===== src/rtl/out_sequencer.sv =====
// ----------------------------------------------------------------------------
// out_sequencer
//
// Takes one decoder result (code select, decoder fail flag, error count and
// packed error locations), sanity-checks it for one cycle, then streams the
// error locations out over a valid/ready port and closes the word with a
// one-cycle finish pulse carrying the word status.
//
// Configuration macro: OUT_SORT_EN
//   defined   : each beat carries the smallest not-yet-emitted location
//               (ascending order), found combinationally over the captured
//               slots.
//   undefined : slots are emitted in index order 0..cnt-1.
//
// Handshake: a beat transfers on a rising edge where o_out_valid=1 and
// i_out_ready=1. Once o_out_valid is raised it stays high, and o_out_loc
// stays constant, until that beat transfers. o_out_loc is 0 whenever
// o_out_valid is 0.
//
// Ports
//   i_clk        clock, rising edge
//   i_rst_n      synchronous active-low reset
//   i_start      one-cycle pulse, decode result ready (ignored unless idle)
//   i_code       0=len 63, 1=len 255, 2=len 1023, 3=reserved (always fails)
//   i_fail       decoder declared the word uncorrectable
//   i_err_cnt    number of valid slots
//   i_err_loc    packed slot locations, slot 0 in the LSBs
//   i_out_ready  sink accepts the current beat
//   o_out_valid  o_out_loc holds a location
//   o_out_loc    error location
//   o_finish     one-cycle end-of-word pulse
//   o_fail       word status, meaningful while o_finish=1
//   o_busy       word in progress (CHECK or EMIT)
// ----------------------------------------------------------------------------
module out_sequencer #(
   parameter int ERR_MAX = 4,
   parameter int LOC_W   = 10
) (
   input  logic                     i_clk,
   input  logic                     i_rst_n,
   input  logic                     i_start,
   input  logic [1:0]               i_code,
   input  logic                     i_fail,
   input  logic [2:0]               i_err_cnt,
   input  logic [ERR_MAX*LOC_W-1:0] i_err_loc,
   input  logic                     i_out_ready,
   output logic                     o_out_valid,
   output logic [LOC_W-1:0]         o_out_loc,
   output logic                     o_finish,
   output logic                     o_fail,
   output logic                     o_busy
);

   localparam int IDX_W = (ERR_MAX > 1) ? $clog2(ERR_MAX) : 1;

   typedef enum logic [1:0] {
      S_IDLE  = 2'd0,
      S_CHECK = 2'd1,
      S_EMIT  = 2'd2,
      S_DONE  = 2'd3
   } state_t;

   state_t state_q, state_d;

   // Captured word
   logic [1:0]       code_q;
   logic             fail_in_q;
   logic [2:0]       cnt_q;
   logic [LOC_W-1:0] loc_q [ERR_MAX];
   logic [ERR_MAX-1:0] used_q;
   logic [2:0]       emit_cnt_q;
   logic             fail_q;

   // Output registers
   logic             out_valid_q;
   logic [LOC_W-1:0] out_loc_q;
   logic             finish_q;
   logic             out_fail_q;

   // FSM control strobes
   logic             capture;
   logic             load_beat;
   logic             go_done;

   // Check and selection results
   logic             check_fail;
   logic [IDX_W-1:0] sel_idx;
   logic [LOC_W-1:0] sel_loc;
   logic             sel_found;

   // ------------------------------------------------------------------------
   // Word check, evaluated over the captured registers while in CHECK.
   // ------------------------------------------------------------------------
   always_comb begin
      int code_len;
      check_fail = 1'b0;
      code_len   = 0;
      case (code_q)
         2'd0:    code_len = 63;
         2'd1:    code_len = 255;
         2'd2:    code_len = 1023;
         default: code_len = 0;
      endcase
      if (fail_in_q || (code_q == 2'd3) || (int'(cnt_q) > ERR_MAX)) begin
         check_fail = 1'b1;
      end
      for (int i = 0; i < ERR_MAX; i++) begin
         if (i < int'(cnt_q)) begin
            if (int'(loc_q[i]) >= code_len) begin
               check_fail = 1'b1;
            end
            for (int j = i + 1; j < ERR_MAX; j++) begin
               if ((j < int'(cnt_q)) && (loc_q[i] == loc_q[j])) begin
                  check_fail = 1'b1;
               end
            end
         end
      end
   end

   // ------------------------------------------------------------------------
   // Next-slot selection among the valid, not-yet-used slots.
   // ------------------------------------------------------------------------
   always_comb begin
      sel_idx   = '0;
      sel_loc   = '0;
      sel_found = 1'b0;
      for (int i = 0; i < ERR_MAX; i++) begin
         if ((i < int'(cnt_q)) && !used_q[i]) begin
`ifdef OUT_SORT_EN
            // Running minimum; strict '<' keeps the lower index on ties,
            // although ties never reach EMIT because duplicates fail CHECK.
            if (!sel_found || (loc_q[i] < sel_loc)) begin
               sel_found = 1'b1;
               sel_idx   = IDX_W'(i);
               sel_loc   = loc_q[i];
            end
`else
            // Lowest unused index: plain index order.
            if (!sel_found) begin
               sel_found = 1'b1;
               sel_idx   = IDX_W'(i);
               sel_loc   = loc_q[i];
            end
`endif
         end
      end
   end

   // ------------------------------------------------------------------------
   // FSM next state and control strobes.
   // ------------------------------------------------------------------------
   always_comb begin
      state_d   = state_q;
      capture   = 1'b0;
      load_beat = 1'b0;
      go_done   = 1'b0;
      case (state_q)
         S_IDLE: begin
            if (i_start) begin
               capture = 1'b1;
               state_d = S_CHECK;
            end
         end
         S_CHECK: begin
            if (check_fail || (cnt_q == 3'd0)) begin
               go_done = 1'b1;
               state_d = S_DONE;
            end else begin
               state_d = S_EMIT;
            end
         end
         S_EMIT: begin
            // The first EMIT cycle only loads the output register; afterwards
            // each accepted beat either reloads it or closes the word.
            if (!out_valid_q) begin
               load_beat = sel_found;
            end else if (i_out_ready) begin
               if (emit_cnt_q == cnt_q) begin
                  go_done = 1'b1;
                  state_d = S_DONE;
               end else begin
                  load_beat = sel_found;
               end
            end
         end
         S_DONE: begin
            state_d = S_IDLE;
         end
         default: begin
            state_d = S_IDLE;
         end
      endcase
   end

   // ------------------------------------------------------------------------
   // State, captured word and output registers.
   // ------------------------------------------------------------------------
   always_ff @(posedge i_clk) begin
      if (!i_rst_n) begin
         state_q     <= S_IDLE;
         code_q      <= '0;
         fail_in_q   <= 1'b0;
         cnt_q       <= '0;
         for (int i = 0; i < ERR_MAX; i++) begin
            loc_q[i] <= '0;
         end
         used_q      <= '0;
         emit_cnt_q  <= '0;
         fail_q      <= 1'b0;
         out_valid_q <= 1'b0;
         out_loc_q   <= '0;
         finish_q    <= 1'b0;
         out_fail_q  <= 1'b0;
      end else begin
         state_q    <= state_d;
         finish_q   <= go_done;
         out_fail_q <= go_done && ((state_q == S_CHECK) ? check_fail : fail_q);

         if (capture) begin
            code_q     <= i_code;
            fail_in_q  <= i_fail;
            cnt_q      <= i_err_cnt;
            for (int i = 0; i < ERR_MAX; i++) begin
               loc_q[i] <= i_err_loc[i*LOC_W +: LOC_W];
            end
            used_q     <= '0;
            emit_cnt_q <= '0;
            fail_q     <= 1'b0;
         end

         if (state_q == S_CHECK) begin
            fail_q <= check_fail;
         end

         if (load_beat) begin
            out_valid_q      <= 1'b1;
            out_loc_q        <= sel_loc;
            used_q[sel_idx]  <= 1'b1;
            emit_cnt_q       <= emit_cnt_q + 3'd1;
         end else if (out_valid_q && i_out_ready) begin
            out_valid_q <= 1'b0;
            out_loc_q   <= '0;
         end
      end
   end

   assign o_out_valid = out_valid_q;
   assign o_out_loc   = out_loc_q;
   assign o_finish    = finish_q;
   assign o_fail      = out_fail_q;
   assign o_busy      = (state_q == S_CHECK) || (state_q == S_EMIT);

endmodule

===== config.mk =====
export PLATFORM = sky130hd
export DESIGN_NAME = out_sequencer
export DESIGN_NICKNAME = d
export VERILOG_FILES = /design/src/rtl/out_sequencer.sv
export SDC_FILE = /design/constraint.sdc
export NUM_CORES = 1
export LEC_CHECK = 0
export ABC_AREA = 1
export CORE_ASPECT_RATIO = 1.5
export CORE_UTILIZATION = 32
export CTS_CLUSTER_DIAMETER = 80
export DETAILED_ROUTE_END_ITERATION = 12
export PLACE_DENSITY_LB_ADDON = 0.3
export SLEW_MARGIN = 10
export SYNTH_ARGS = -nofsm -noshare
export SYNTH_HDL_FRONTEND = slang
export SYNTH_SLANG_ARGS = --single-unit

===== constraint.sdc =====
create_clock -name i_clk -period 3.1 [get_ports i_clk]
set_clock_uncertainty 0.05 [all_clocks]
set_input_delay 0.62 -clock i_clk [delete_from_list [all_inputs] [get_ports i_clk]]
set_output_delay 0.62 -clock i_clk [all_outputs]
set_load 0.05 [all_outputs]

==> impl_metrics.env <==
export IMPL_outcome="complete, no violations"
export IMPL_syn_to_final_growth_pct=22.6
export IMPL_hold_buffers=0
export IMPL_first_pass_iters=5
export IMPL_clock_fmax_mhz=390
export IMPL_rsz0062_at_grt="false"
export IMPL_start_kind="register"
export IMPL_drive_gt1_share_pct=4.17
export IMPL_synth_top_area_share_pct=24.9
export IMPL_dp_cells=923
export IMPL_worstMarginPinSlew_ns=0.540
export IMPL_grt_pass1_wl_um=22300
export IMPL_synth_area_leaders="edfxtp_1 (25%), nand2_1 (15%), dfxtp_1 (12%), inv_1 (8.7%), ha_1 (7.3%)"
export IMPL_syn_area_per_cell_sq_um=7.05
export IMPL_ys_ff_latch=69
export IMPL_finalSetupViolCount=0
export IMPL_whs_path_depth=2
export IMPL_slew_viol_final=0
export IMPL_vias_per_cell=4.78
export IMPL_critical_path_class="reg2reg"
export IMPL_r2r_end="o_fail"
export IMPL_overflow=0
export IMPL_hold_start="o_out_loc[0]"
export IMPL_cts_tree="yes"
export IMPL_ys_types=37
export IMPL_finalWorstSetupSlack_ns=0.537
export IMPL_ctsLongestPathBuffers=2
export IMPL_grt_usage_pct=19.3
export IMPL_worstPathMaxFanout=9
export IMPL_grt_max_degree=45
export IMPL_core_sq_mm=0.0147
export IMPL_p_per_area_mw_per_mm2=698
export IMPL_r2r_start="code_q[1]"
export IMPL_fin_setup_tns_ns=0
export IMPL_fin_nets=816
export IMPL_final_cell_area_sq_mm=0.00591
export IMPL_die_height_um=152
export IMPL_routed_via_count=4489
export IMPL_wire_per_inst_um=15.1
export IMPL_wirelength_um=14100
export IMPL_crit_arrival_ns=2.75
export IMPL_ios=64
export IMPL_synth_top_area_cell="edfxtp_1"
export IMPL_final_cells=939
export IMPL_min_period_ns=2.56
export IMPL_ff2ff_path_depth=19
export IMPL_r2r_setup_slack_ns=0.54
export IMPL_synth_edff_count=40
export IMPL_syn_nets=762
export IMPL_ys_async_sr_fraction_pct=0
export IMPL_gp_congestion=0.975
export IMPL_slew_headroom_pct=63.9
export IMPL_postCtsSetupBuffers=0
export IMPL_cap_violations=0
export IMPL_insertion_delay_ns=0.35
export IMPL_first_global_vias=4262
export IMPL_first_iter_violations=416
export IMPL_clock_sinks=69
export IMPL_p_leak_nw=2.69
export IMPL_peakVddDrop_mv=0.236
export IMPL_cp_required_ns=3.28
export IMPL_cts_resized=0
export IMPL_nFillCells=1566
export IMPL_cp_end_kind="register"
export IMPL_seq_area_frac_synth_pct=36.9
export IMPL_htree_levels=3
export IMPL_detailed_place_hpwl_um=10900
export IMPL_hold_end="o_out_loc[0]"
export IMPL_portBuffers=63
export IMPL_rows=54
export IMPL_syn_inst=684
export IMPL_finalHoldViolations=0
export IMPL_die_area_sq_mm=0.0156
export IMPL_cts_root_buf="clkbuf_16"
export IMPL_dominantRegCellSynth="edfxtp_1"
export IMPL_placed_cell_area_sq_mm=0.00562
export IMPL_cts_buffers=9
export IMPL_yosys_warnings=0
export IMPL_drc_errors=0
export IMPL_diodes=0
export IMPL_clk_pin_slew_ns=0.06
export IMPL_antenna_found_initial=0
export IMPL_period_share_pct=82.7
export IMPL_min_path_type="reg2reg"
export IMPL_pre_cts_ws_ns=0.563
export IMPL_synth_area_sq_mm=0.00482
export IMPL_initial_core_util_pct=32.9
export IMPL_die_x_um=102
export IMPL_drt_antenna_violating_nets=0
placed cells by master (no fill, tap or decap), types with 2 or more instances in the layout:
cell and n:
clkbuf_16 9, o21ai_1 2, a21oi_1 35, nor3_1 3, edfxtp_1 40, buf_4 3, o21ai_0 29, xor2_1 11
nand4_1 9, nand3_1 24, inv_1 112, clkinvlp_4 2, nor2_4 4, ha_1 28, o221ai_1 9, clkinv_1 3
o22ai_1 6, dfxtp_1 29, nand3b_1 2, o211ai_1 2, xnor2_1 20, inv_2 2, nor2_1 81, o31ai_1 2
nand2_1 198, clkdlybuf4s50_1 63, nor2_2 2
synth_stat cells (all sizes together), types with 11 or more instances:
cell type,instances
xnor2,20
edfxtp,40
nand3,25
o21ai,31
nand2,199
xor2,11
ha,28
dfxtp,29
nor2,87
clkbuf,15
inv,115
a21oi,36
sequential cells by signal, indices dropped and copies added, names as in the netlist, 2 cells and up:
signal,count
cnt_q,3
code_q,2
emit_cnt_q,3
loc_q,40
o_out_loc,10
state_q,2
used_q,4
worst max-delay path, stage by stage (launching register included):
cell	delay, ns
dfxtp_1	0.38
ha_1	0.43
inv_1	0.25
ha_1	0.33
inv_1	0.05
nand2_1	0.04
nand2_1	0.05
nand2_1	0.04
nand2_1	0.05
nand2_1	0.05
nand2_1	0.05
nand2_1	0.05
nand2_1	0.05
nand3_1	0.09
nor2_1	0.14
nand3_1	0.09
nand2_1	0.08
nand2_1	0.05
nand2_1	0.09
nor2_2	0.03
report_power, final:
part,internal (mW),total (mW),switching [mW]
Clock,0.616,1.03,0.409
Sequential,1.18,1.48,0.302
Combinational,0.608,1.62,1.01
routing by layer:
metal	up-vias	global-route usage [%]	routed length, um
met4	0	13.0	839
met3	55	4.40	799
met2	174	31.4	7050
met1	1990	22.1	5460
li1	2270	-	-
met5	-	0	0
worst max-delay path by stage:
stage | depth (start not counted) | start | slack, ns | endpoint
floorplan | 16 | code_q[0] | 0.86 | o_fail
global placement | 19 | code_q[1] | 0.63 | o_fail
detailed placement | 19 | code_q[1] | 0.56 | o_fail
CTS | 19 | code_q[1] | 0.53 | o_fail
global route | 19 | code_q[1] | 0.23 | o_fail
finish | 19 | code_q[1] | 0.54 | o_fail
cell type report:
type | instances | area, sq um | area share, %
inverter | 116 | 438 | 7.41
clock buffer | 9 | 225 | 3.81
tap | 196 | 245 | 4.15
sequential | 69 | 1780 | 30.1
timing repair buffer | 67 | 673 | 11.4
clock inverter | 7 | 66.3 | 1.12
multi-input combinational | 475 | 2480 | 42.0
per-stage QoR:
| stage | power [mW] | util [%] | hold slack, ns |
|---|---|---|---|
| finish | 4.12 | 40.3 | 0.411 |
| floorplan | 2.57 | - | 0.396 |
| CTS | 4.14 | 40.3 | 0.414 |
| global route | 4.42 | 40.3 | 0.435 |
| global placement | 3.10 | 38.3 | 0.401 |
| detailed placement | 3.10 | 38.3 | 0.405 |
kinds of logic after synthesis:
| family | Yosys count | share of synthesized area, % |
|---|---|---|
| buffers and inverters | 140 | 11.6 |
| and+or+nand+nor | 326 | 27.7 |
| AOI/OAI and AO/OA | 90 | 10.9 |
| adders and majority gates | 28 | 7.27 |
| DFF | 69 | 36.9 |
| xor gates and xnor gates | 31 | 5.63 |
(Power assumes the default switching activity.)
